==> src/rtl/clock_gen.sv <==
// clock_gen: programmable divided clock generator.
// clk_out is a registered 50% duty clock whose half-period is half_reg clk
// cycles. rise_tick/fall_tick flag the first cycle after each edge of clk_out.
// Optional feature: define CLOCK_CYCLE_COUNTER_EN to add the 32-bit
// cycle_count port, which counts clk_out rising edges.
module clock_gen #(
  parameter int DIV_WIDTH    = 8,
  parameter int DEFAULT_HALF = 1
) (
  input  logic                 clk,
  input  logic                 reset,
  input  logic                 en,
  input  logic                 load,
  input  logic [DIV_WIDTH-1:0] half_period,
  output logic                 clk_out,
  output logic                 rise_tick,
  output logic                 fall_tick
`ifdef CLOCK_CYCLE_COUNTER_EN
  ,
  output logic [31:0]          cycle_count
`endif
);

  localparam logic [DIV_WIDTH-1:0] ONE        = DIV_WIDTH'(1);
  localparam int                   RST_HALF_I = (DEFAULT_HALF < 1) ? 1 : DEFAULT_HALF;
  localparam logic [DIV_WIDTH-1:0] RST_HALF   = RST_HALF_I[DIV_WIDTH-1:0];

  // A half-period of zero is meaningless; treat it as the shortest legal one.
  function automatic logic [DIV_WIDTH-1:0] clamp_half(input logic [DIV_WIDTH-1:0] v);
    return (v == '0) ? ONE : v;
  endfunction

  logic [DIV_WIDTH-1:0] half_q, half_d;
  logic [DIV_WIDTH-1:0] cnt_q, cnt_d;
  logic                 clk_out_q, clk_out_d;
  logic                 rise_tick_q, rise_tick_d;
  logic                 fall_tick_q, fall_tick_d;
  logic                 term_cnt;
`ifdef CLOCK_CYCLE_COUNTER_EN
  logic [31:0]          cycle_count_q, cycle_count_d;
`endif

  // Terminal count: the current phase ends this cycle.
  assign term_cnt = (cnt_q == (half_q - ONE));

  // Next-state logic: load restarts the phase and beats any toggle; en=0 freezes.
  always_comb begin
    half_d      = half_q;
    cnt_d       = cnt_q;
    clk_out_d   = clk_out_q;
    rise_tick_d = 1'b0;
    fall_tick_d = 1'b0;
`ifdef CLOCK_CYCLE_COUNTER_EN
    cycle_count_d = cycle_count_q;
`endif
    if (load) begin
      half_d    = clamp_half(half_period);
      cnt_d     = '0;
      clk_out_d = 1'b0;
    end else if (en) begin
      if (term_cnt) begin
        cnt_d       = '0;
        clk_out_d   = ~clk_out_q;
        rise_tick_d = ~clk_out_q;
        fall_tick_d = clk_out_q;
`ifdef CLOCK_CYCLE_COUNTER_EN
        if (!clk_out_q) cycle_count_d = cycle_count_q + 32'd1;
`endif
      end else begin
        cnt_d = cnt_q + ONE;
      end
    end
  end

  // State registers with synchronous reset, which overrides load and en.
  always_ff @(posedge clk) begin
    if (reset) begin
      half_q      <= RST_HALF;
      cnt_q       <= '0;
      clk_out_q   <= 1'b0;
      rise_tick_q <= 1'b0;
      fall_tick_q <= 1'b0;
`ifdef CLOCK_CYCLE_COUNTER_EN
      cycle_count_q <= 32'd0;
`endif
    end else begin
      half_q      <= half_d;
      cnt_q       <= cnt_d;
      clk_out_q   <= clk_out_d;
      rise_tick_q <= rise_tick_d;
      fall_tick_q <= fall_tick_d;
`ifdef CLOCK_CYCLE_COUNTER_EN
      cycle_count_q <= cycle_count_d;
`endif
    end
  end

  assign clk_out   = clk_out_q;
  assign rise_tick = rise_tick_q;
  assign fall_tick = fall_tick_q;
`ifdef CLOCK_CYCLE_COUNTER_EN
  assign cycle_count = cycle_count_q;
`endif

endmodule

==> config.mk <==
export PLATFORM = sky130hd
export DESIGN_NAME = clock_gen
export DESIGN_NICKNAME = d
export VERILOG_FILES = /design/src/rtl/clock_gen.sv
export SDC_FILE = /design/constraint.sdc
export NUM_CORES = 1
export LEC_CHECK = 0
export CORE_ASPECT_RATIO = 1.2
export CORE_MARGIN = 2
export CORE_UTILIZATION = 54
export DETAILED_ROUTE_END_ITERATION = 8
export DONT_BUFFER_PORTS = 1
export PLACE_DENSITY = 0.72
export SLEW_MARGIN = 5
export SYNTH_ARGS = -nofsm -noshare
export SYNTH_HDL_FRONTEND = slang
export SYNTH_SLANG_ARGS = --single-unit
==> constraint.sdc <==
create_clock -name clk -period 1.95 [get_ports clk]
set_input_delay 0.39 -clock clk [delete_from_list [all_inputs] [get_ports clk]]
set_output_delay 0.39 -clock clk [all_outputs]
set_load 0.02 [all_outputs]
Word level (Yosys, flattened, before mapping)
Cells that the tools add are included.
{"block": "totals", "word_cells": 17, "inputBits": 12, "output_inout_bits": 3, "regBits": 19}
{"block": "classes", "addsub": 2, "n_bitwise": 3, "mux": 2, "n_eq_ne": 1, "n_reduce_logical": 4}
{"cell": "$mux W8", "n": 2}
{"cell": "$add A8 B1 Y8 const B", "n": 1}
{"cell": "$eq A8 B8 Y1", "n": 1}
{"cell": "$logic_not A8 Y1", "n": 1}
{"cell": "$sub A8 B1 Y8 const B", "n": 1}
{"cell": "$reduce_or A4 Y1", "n": 1}
{"cell": "$not A1 Y1", "n": 3}
{"cell": "$reduce_and A2 Y1", "n": 1}
{"cell": "$reduce_or A2 Y1", "n": 1}

Logic depth before layout (Yosys ltp)
{"block": "depth", "word_depth": 4, "mapped_depth": 8, "mapped_depth_nobuf": 8}

Worst setup path after synthesis
OpenSTA, ideal clock, no wires.
{"block": "synth_path", "path_type": "flip-flop to flip-flop", "from": "reg half_q[0]", "to": "reg rise_tick_q (netlist: rise_tick)", "required_ns": 1.863, "synth_period_minus_slack_ns": 1.905, "arrival_ns": 1.817, "setup_ns": 0.087, "path_buffers": 0, "slack_ns": 0.045, "path_stages_with_launch": 8, "cell_sequence": "dfxtp_1 -> inv_1 -> ha_1 -> nand2b_1 -> a311o_1 -> and2_1 -> nor3_4 -> nor4b_2"}
{"block": "synth_between", "elab_chain_len": 4}
{"item": "start: declaration", "line_no": "33", "source": "logic [DIV_WIDTH-1:0] half_q, half_d;"}
{"item": "start signal: assignment", "line_no": "87", "source": "half_q <= half_d;"}
{"item": "$sub A8 B1 Y8", "line_no": "44", "source": "assign term_cnt = (cnt_q == (half_q - ONE));"}
{"item": "$eq A8 B8 Y1", "line_no": "44"}
{"item": "$not A1 Y1 (no line)"}
{"item": "$reduce_or A4 Y1 (no line)"}
{"item": "end signal: assignment", "line_no": "90", "source": "rise_tick_q <= rise_tick_d;"}
{"item": "end: declaration", "line_no": "36", "source": "logic rise_tick_q, rise_tick_d;"}
No other way between the ends.
A chain may end at the register's enable or synchronous reset.

Worst setup path in the final report
{"block": "layout_path", "from": "reg half_q[1]", "to": "reg clk_out_q (netlist: clk_out)"}
{"block": "layout_between", "elab_chain_len": 3}
{"item": "$sub A8 B1 Y8", "line_no": "44"}
{"item": "$eq A8 B8 Y1", "line_no": "44"}
{"item": "$reduce_and A2 Y1 (no line)"}
{"item": "end signal: assignment", "line_no": "89", "source": "clk_out_q <= clk_out_d;"}
{"item": "end: declaration", "line_no": "35", "source": "logic clk_out_q, clk_out_d;"}
No other way between the ends.

==> results summary <==
The run finished with clean final reports. The number of antenna diodes is 0. The smallest clock period supported by the final layout is computed as 1870 ps. The number of antenna violations at the first check in global routing is 0. The cts-stage hold buffer count came out at 0.

The leakage power of the design came out at 0.431 nW. The post-CTS clock slew at the launch and capture registers of the worst setup and hold paths is 110 ps. The fraction of post-synthesis cell area in the top cell type by area came out at 36.8%.

The worst setup path is captured at a register. The ratio of routed vias to standard cells is 5.98. The sequential cell fraction of total power came out at 56.1%. The HPWL reported at the end of detailed placement came out at 1510 um. The highest fanout seen on the critical path came out at 4. The critical path runs through a total of 7 cells. The critical path is of the reg -> reg type. The endpoint identified for the worst register-to-register timing path is clk_out$_SDFFE_PP0P_. Detailed routing inserted a total of 790 vias. The synthesized design contains 19 register bits.

Clock skew on the completed layout was measured at 5.62 ps. Once the clock tree was built, the setup fixing pass inserted 0 buffers. The reported net switching power is 0.204 mW. The y dimension of the die is 52.0 um. The initialized floorplan defines 17 standard-cell rows. The wire length of the first global-routing pass is 3460 um. The critical path ends at clk_out$_SDFFE_PP0P_. The number of synthesized flops with an enable pin came out at 0.

The cell area after placement is 1070 sq um. For this run, the leading register cell type out of synthesis is dfxtp_1. In the post-synthesis netlist, the cell with the most instances is dfxtp_1. The power per cell area is 656 nW/um^2. After routing the design area is 1140 sq um.

The horizontal die dimension is 44.0 um. Setup violations remaining at the end of the flow were counted as 0. The total buffers and inverters traversed by the critical path came out at 1. In this run the critical register-to-register path is launched from half_q[1]$_SDFFE_PP0P_.

The final weighted congestion in routability-driven placement is 0.832. The number of top-level pins came out at 15. The master cell of the clock root buffer is clkbuf_4. TritonCTS built the clock tree. The worst setup path is launched from a register. Net switching is 27.2% of the power. The first-iteration detailed-routing DRC count came out at 12. Max-cap violations in this run came to 0. dfxtp_1 takes more of the synthesized area than any other cell. The global route total overflow came out at 0. The number of pins exceeding their max-slew limit in the final report is 0. Setup repair after global routing could not meet its margin everywhere. The share of total power dissipated in combinational logic is 18.0%. Synthesis produced a netlist with a net count of 124. The layout overhead on the synthesized area is 10.5%. STA puts the critical path data arrival time at 2110 ps. In this design, the stage delay of the slowest critical-path cell is 480 ps. The peak supply drop is 407 uV. The clock passes through at most 2 buffers. The power share of the clock group came out at 25.9%. The ratio of final minimum period to clock period is 96.0%. The remaining antenna violation count is 0.

The average footprint of a synthesized cell is 9.41 sq um. The endpoint required time on the critical path came out at 2190 ps. The iteration count of the initial detailed-routing pass came out at 6. The fraction of final layout cells with drive strength greater than 1 is 20.4%. The internal portion of the total power is 0.546 mW. The final layout contains routed wiring with a total length of 2000 um. By area the synthesized netlist is led by dfxtp_1 (37%), mux2i_1 (7.7%), xor2_1 (7.6%).

For flop-to-flop paths, the worst setup slack is 80 ps. The count of distinct cell types in the synthesized netlist is 32. After detailed routing, the average wire length per cell comes to 15.1 um. The proportion of register bits with asynchronous set or reset after synthesis is 0%.

Overall power consumption after layout is estimated at 0.750 mW. TritonCTS created 3 clock buffers. Walking the worst path, the cells encountered are inv_2 -> ha_4 -> nand2b_1 -> a311o_1 -> a21oi_1 -> or4b_4 -> a21oi_2. The clock insertion delay at the later pin of the skew report came out at 300 ps.

After synthesis, the most frequently instantiated cells are dfxtp_1 (19), nor2_1 (11), xor2_1 (9). The classification of the worst-slack hold path is in -> reg. The critical path startpoint is half_q[1]$_SDFFE_PP0P_. The sequential-to-total area share from yosys stat is 36.8%. The path depth of the worst reg2reg path is 7. The pin count of the biggest net entering global routing is 13. The synthesized instance count came out at 110. The layout has 156 filler cells. The summed instance area of the synthesized netlist is 1030 sq um.

The headroom to the max-slew limit is 72.5%. The final hold violation count came out at 0. The via count of the first global-routing pass came to 787. The area enclosed by the die boundary came out at 2280 sq um. The slowest stage of the critical path belongs to the cell or4b_4. The family with the most delay on the worst path is simple AND/OR/NAND/NOR gates. The DRC violation count after routing is 0.

The clock sink total is 19. Yosys printed 0 warnings. The core area came out at 1830 sq um. The total routing resource utilization after global routing came out at 20.6%. The effective utilization at floorplan is 56.6%.

The final layout contains 128 nets. The highest achievable clock rate came out at 0.534 GHz. The maximum level of the CTS H-tree is 1.

The port buffer count came out at 0. The measured slew at the worst slew-check pin came out at 409 ps.
==> power groups by stage <==
stage | clock (mW) | combinational [mW] | sequential (mW)
after floorplan | 0 | 0.108 | 0.424
after global placement | 0 | 0.120 | 0.426
after detailed placement | 0 | 0.123 | 0.427
after CTS | 0.200 | 0.124 | 0.419
after global routing | 0.215 | 0.148 | 0.423
final | 0.194 | 0.135 | 0.421
==> cell families (layout without fill, tap and decap cells) <==
| kind of cell | Yosys count | after routing | share of synthesized area (%) |
|---|---|---|---|
| AOI/OAI and AO/OA | 17 | 17 | 11.0 |
| and+or+nand+nor | 40 | 40 | 26.1 |
| buffers and inverters | 9 | 12 | 3.26 |
| adders and majority gates | 2 | 2 | 2.42 |
| xor gates and xnor gates | 15 | 15 | 12.7 |
| DFF | 19 | 19 | 36.8 |
| muxes | 8 | 8 | 7.74 |
==> per-layer routing <==
metal	part of all wire, %	track usage (%)
met1	45	26.2
met2	49	33.3
met3	2.6	2.08
met4	2.4	12.1
met5	0	0
==> flip-flops by register name, summed over array words and instances, names as in the netlist <==
signal and count:
cnt_q 8, half_q 8, fall_tick 1, rise_tick 1, clk_out 1
==> metrics by stage <==
stage                     setup slack, ps  hold WS (ps)  setup TNS [ps]  util [%]  cells
after floorplan                      45.3           481               0         -    110
after global placement               96.0           464               0      58.3    128
after detailed placement             36.8           466               0      58.3    128
after CTS                            34.2           141               0      60.1    132
after global routing                -30.7           123            -105      62.5    132
final                                77.1           140               0      62.5    132
==> area by class of cell <==
type | count | area (sq um) | area share, %
inverters | 5 | 18.8 | 1.64
flip-flops and latches | 19 | 383 | 33.5
clock buffers | 3 | 22.5 | 1.97
clock inverters | 1 | 5.00 | 0.438
multi-input cells | 82 | 668 | 58.4
repair buffers | 3 | 22.5 | 1.97
well taps | 19 | 23.8 | 2.08
==> repair_timing <==
item	CTS	global route
setup endpoints to repair	1	10
pin swaps	0	5
resized for setup	1	11
==> worst register-to-register path: cells and delay by family (launching register included) <==
kind | cells | cell delay, ps
AND/OR/NAND/NOR | 2 | 640
adder cells (fa/ha/maj) | 1 | 170
flip-flops | 1 | 350
AO/OA/AOI/OAI | 3 | 620
buffers and inverters | 1 | 50
==> worst min-delay path by stage <==
stage | startpoint | cells past startpoint | slack [ps] | end
after global placement | reset | 1 | 460 | half_q[3]$_SDFFE_PP0P_
after floorplan | half_q[7]$_SDFFE_PP0P_ | 2 | 480 | half_q[7]$_SDFFE_PP0P_
after global routing | reset | 1 | 120 | half_q[5]$_SDFFE_PP0P_
after detailed placement | reset | 1 | 470 | half_q[3]$_SDFFE_PP0P_
final | reset | 1 | 140 | half_q[1]$_SDFFE_PP0P_
after CTS | reset | 1 | 140 | half_q[3]$_SDFFE_PP0P_
==> cell usage in the layout, fill, tap and decap left out, types with 2 or more instances in the layout <==
| cell type | netlist | final |
|---|---|---|
| a211oi_1 | 6 | 5 |
| a21oi_1 | 3 | 2 |
| and3_1 | 2 | 2 |
| buf_4 | 0 | 3 |
| clkbuf_4 | 0 | 3 |
| dfxtp_1 | 19 | 17 |
| dfxtp_2 | 0 | 2 |
| inv_1 | 5 | 3 |
| inv_2 | 0 | 2 |
| mux2i_1 | 8 | 8 |
| nand2_1 | 4 | 4 |
| nand3_1 | 3 | 3 |
| nand4_1 | 4 | 4 |
| nor2_1 | 11 | 11 |
| nor3_4 | 3 | 3 |
| o21ai_0 | 3 | 3 |
| xnor2_1 | 6 | 6 |
| xor2_1 | 9 | 9 |
No activity file was read; power rests on OpenSTA's default activity.
==> RTL change 1 (same flow settings) <==
Change the parameter `DIV_WIDTH` from 8 to 10.
--- a/src/rtl/clock_gen.sv
+++ b/src/rtl/clock_gen.sv
@@ -4,7 +4,7 @@
 // Optional feature: define CLOCK_CYCLE_COUNTER_EN to add the 32-bit
 // cycle_count port, which counts clk_out rising edges.
 module clock_gen #(
-  parameter int DIV_WIDTH    = 8,
+  parameter int DIV_WIDTH    = 10,
   parameter int DEFAULT_HALF = 1
 ) (
   input  logic                 clk,
Interface: changed (resized half_period); port bits go from 15 to 17. No check against the original RTL was run, so the function may have changed too.
==> RTL change 1 against the original RTL <==
- the run now ends with setup timing left
- routed wire length increased by 32%
- global-route usage rose by 1.0 points
- clock skew fell by 0.00098 ns
- sequential cell count is 4 higher
- via count up 33%
- synthesized area up 21%
- hold slack got worse by 0.014 ns
- power increased by 18%
- sequential share of layout area shrank 1.9 points
- cell count increased by 35%
- setup slack worse by 0.21 ns
- count of clock-buffer cells in the layout unchanged
- design area rose by 28%
- highest routed layer unchanged
==> RTL change 1: results (changes against the original RTL) <==
outcome finished with violations; failing checks setup timing; drt via density 5.91 (-1.2%); number of global-route vias before repair 1022 (+30%); Mapped Nets 152 (+23%); placed inst area 1390 sq um (+30%); Cell variety after synth 37 (+16%); Reg2Reg Depth 8 (+1); Post-synth top cells 23 x dfxtp_1, 15 x nor2_1, 13 x nor3_1, 12 x xor2_1; Die X-Extent 48.0 um (+9.2%); drt wl/cell 14.8 um (-2.5%); leak pwr 0.000558 uW (+30%); register area share after synthesis 36.7% (about the same); top cells by area, synth dfxtp_1 37%, xor2_1 8.4%, mux2i_1 8.0%, xnor2_1 7.0%, nor3_1 5.2%; Clock Path Buffers 2 (unchanged); largest net degree at the start of global routing 15 (+2); first drt pass iteration count 4 (-2); global-route wire length before repair 4.26 mm (+23%); Worst EP arrival 2.33 ns (+0.22 ns); VDD IR max 471 uV (+16%); worst-margin pin slew 0.441 ns (+0.0320 ns); worst setup margin -0.133 ns (-0.210 ns); clock slew at reported path FFs 0.13 ns (+0.02 ns); Largest regs cnt_q x10, half_q x10; Final nets 164 (+28%); Final Setup Violations 12 (+12); total negative slack -0.761 ns (-0.761 ns); Placer Congestion 0.792 (-4.8%); HPWL Detailed 2.01 mm (+33%); Worst Path Max Fanout 6 (+2)
-- RTL change 1: critical path, cell delays in order (launching register included) --
cell and delay (ns):
dfxtp_2 0.36, inv_2 0.06, ha_4 0.13, nor4b_4 0.23, xnor2_1 0.09, or4_4 0.45, a2111oi_4 0.33, buf_4 0.20
mux2i_1 0.17
-- RTL change 1: power breakdown --
group          switching, uW  internal [uW]
clock network            154           78.1
logic                   68.5           78.6
registers               20.2            485
-- RTL change 1: logic make-up after synthesis --
kind of cell | Yosys count | synth area share, %
AND/OR/NAND/NOR | 58 | 26.3
flip-flops | 23 | 36.7
XOR/XNOR | 22 | 15.4
AO/OA/AOI/OAI | 13 | 8.58
multiplexers | 10 | 7.98
buffers and inverters | 8 | 2.99
adder cells (fa/ha/maj) | 2 | 2.00
-- RTL change 1: worst max-delay path by stage --
stage                                       to  slack [ns]  cells past startpoint
after CTS                 clk_out$_SDFFE_PP0P_       -0.14                      8
after detailed placement  clk_out$_SDFFE_PP0P_       -0.13                      8
after global placement    clk_out$_SDFFE_PP0P_       -0.06                      8
after floorplan           clk_out$_SDFFE_PP0P_       -0.05                      8
after global routing      clk_out$_SDFFE_PP0P_       -0.21                      8
final                     clk_out$_SDFFE_PP0P_       -0.13                      8
-- RTL change 1: layout make-up --
type                    count  area (sq um)
multi-input cells         105           830
fillers                   211           768
flip-flops and latches     23           463
repair buffers             13          97.6
well taps                  31          38.8
clock buffers               3          22.5
clock inverters             1          7.51
inverters                   2          7.51
-- RTL change 1: metal layers --
layer  GRT usage, %  routed length, um  up-vias
li1               -                  -      513
met1           24.8               1120      516
met2           36.0               1390       21
met3           5.47                 97        2
met4           9.27                 23        0
met5              0                  0        -
-- RTL change 1: per-stage QoR --
step                      hold slack [ns]  instances  total power, uW
after global routing               0.0910        178              924
after CTS                           0.119        178              881
after floorplan                     0.481        136              624
final                               0.126        178              884
after detailed placement            0.462        173              652
after global placement              0.458        173              647
-- RTL change 1: timing repair --
item / 4_1_cts / 5_1_grt
setup buffers: 1 / 0
resized for setup: 6 / 3
pin swaps: 5 / 1
endpoints found under the setup margin: 13 / 13
==> RTL change 2 (config.mk and constraints unchanged) <==
Made on the original files. Add an input register stage for `en`, `load` and `half_period`, without a reset; this delays them by one clock.
--- a/src/rtl/clock_gen.sv
+++ b/src/rtl/clock_gen.sv
@@ -24,6 +24,16 @@
   localparam logic [DIV_WIDTH-1:0] ONE        = DIV_WIDTH'(1);
   localparam int                   RST_HALF_I = (DEFAULT_HALF < 1) ? 1 : DEFAULT_HALF;
   localparam logic [DIV_WIDTH-1:0] RST_HALF   = RST_HALF_I[DIV_WIDTH-1:0];
+
+  logic en_q;
+  logic load_q;
+  logic [DIV_WIDTH-1:0] half_period_q;
+
+  always_ff @(posedge clk) begin
+    en_q          <= en;
+    load_q        <= load;
+    half_period_q <= half_period;
+  end
 
   // A half-period of zero is meaningless; treat it as the shortest legal one.
   function automatic logic [DIV_WIDTH-1:0] clamp_half(input logic [DIV_WIDTH-1:0] v);
@@ -53,11 +63,11 @@
 `ifdef CLOCK_CYCLE_COUNTER_EN
     cycle_count_d = cycle_count_q;
 `endif
-    if (load) begin
-      half_d    = clamp_half(half_period);
+    if (load_q) begin
+      half_d    = clamp_half(half_period_q);
       cnt_d     = '0;
       clk_out_d = 1'b0;
-    end else if (en) begin
+    end else if (en_q) begin
       if (term_cnt) begin
         cnt_d       = '0;
         clk_out_d   = ~clk_out_q;
Behaviour: not the same (Yosys sat finds a counterexample within 4 cycles, from zero or initial values and one cycle with reset high).
==> RTL change 2 against the original RTL <==
- cell count up 23%
- critical endpoint unchanged
- synthesized area grew 13%
- first-iteration DRC count down 8.3%
- via count grew 11%
- design area increased by 20%
- die area is 12% higher
- power grew 47%
- critical path depth increased by 1
- fmax shrank 2.6%
- sequential cell count is 10 higher
- clock power is 72% higher
- routed wire length increased by 13%
- setup slack got worse by 0.050 ns
==> RTL change 2: results (changes against the original RTL) <==
outcome finished clean; multiplexer share of the synthesized area 5.97% (-1.8 points); drt wl/cell 13.9 um (-8.1%); seq pwr 639 uW (+52%); largest net degree at the start of global routing 10 (-3); Comb group 132 uW; placed cells 152 (+19%); xor/xnor share of the synthesized area 9.70% (-3.0 points); Worst EP arrival 2.19 ns (+0.08 ns); Hold Crit Class input port to register; number of global-route vias before repair 808 (+2.7%); top cells by area, synth dfxtp_1 49%, mux2i_1 6.0%, xor2_1 6.0%, nor2_1 4.2%, xnor2_1 3.7%; hold_sp en; total track usage 20.1% (-0.48 points); leak pwr 0.000544 uW (+26%); Placer Congestion 0.786 (-5.6%); sw frac 25.7% (-1.5 points); worst skew pair latency 0.34 ns (+0.04 ns); final hold slack 0.0709 ns (-0.0692 ns); Reg2Reg Depth 8 (+1); register area share after synthesis 49.5% (+13 points); HPWL Detailed 1.63 mm (+8.5%); global-route wire length before repair 3.32 mm (-4.0%); CP peak stage delay 0.38 ns (-0.10 ns); first drt pass iteration count 5 (-1); GRT met1 Usage 17.4% (-8.8 points); r2r setup slk 0.03 ns (-0.05 ns); clock slew at reported path FFs 0.09 ns (-0.02 ns); post-synthesis compound-gate area fraction 5.86% (-5.1 points); post-CTS setup buffer count 2 (+2); Post-Synth Adder-Cell Area 2.13% (-0.29 points); Post-synth top cells 29 x dfxtp_1, 13 x nor2_1, 8 x xor2_1, 7 x mux2i_1, 6 x inv_1; Largest regs cnt_q x8, half_period_q x8, half_q x8; Mapped Nets 133 (+7.3%); share of cells above drive strength 1 20.3% (-0.053 points); placed inst area 1250 sq um (+17%); worst-margin pin slew 0.387 ns (-0.0221 ns); GR Layer Usage met2 34.0% (+0.69 points); Resized cells post-CTS 4 (+3); cells after synthesis 119 (+8.2%); WL final 2.27 mm (+13%); VDD IR max 621 uV (+52%); hold path depth 0 (-1); via count 879 (+11%)
## RTL change 2: routing by layer
metal | share of wire (%) | wire [um] | vias up
met4 | 3.3 | 74 | 0
li1 | - | - | 446
met2 | 51 | 1150 | 27
met3 | 5.9 | 133 | 9
met1 | 40 | 910 | 397
met5 | 0 | 0 | -
## RTL change 2: area by class of cell
cell class | count | area [sq um]
Clock inverter | 2 | 10.0
Multi-Input combinational cell | 81 | 607
Sequential cell | 29 | 583
Inverter | 6 | 22.5
Fill cell | 136 | 681
Tap cell | 30 | 37.5
Clock buffer | 6 | 41.3
Timing Repair Buffer | 9 | 67.6
## RTL change 2: metrics by stage
stage / setup WS (ns) / power, uW
after floorplan: 0.0116 / 729
after global placement: 0.0333 / 756
after detailed placement: -0.0419 / 762
after CTS: 0.0166 / 1110
after global routing: -0.0501 / 1150
final: 0.0268 / 1110
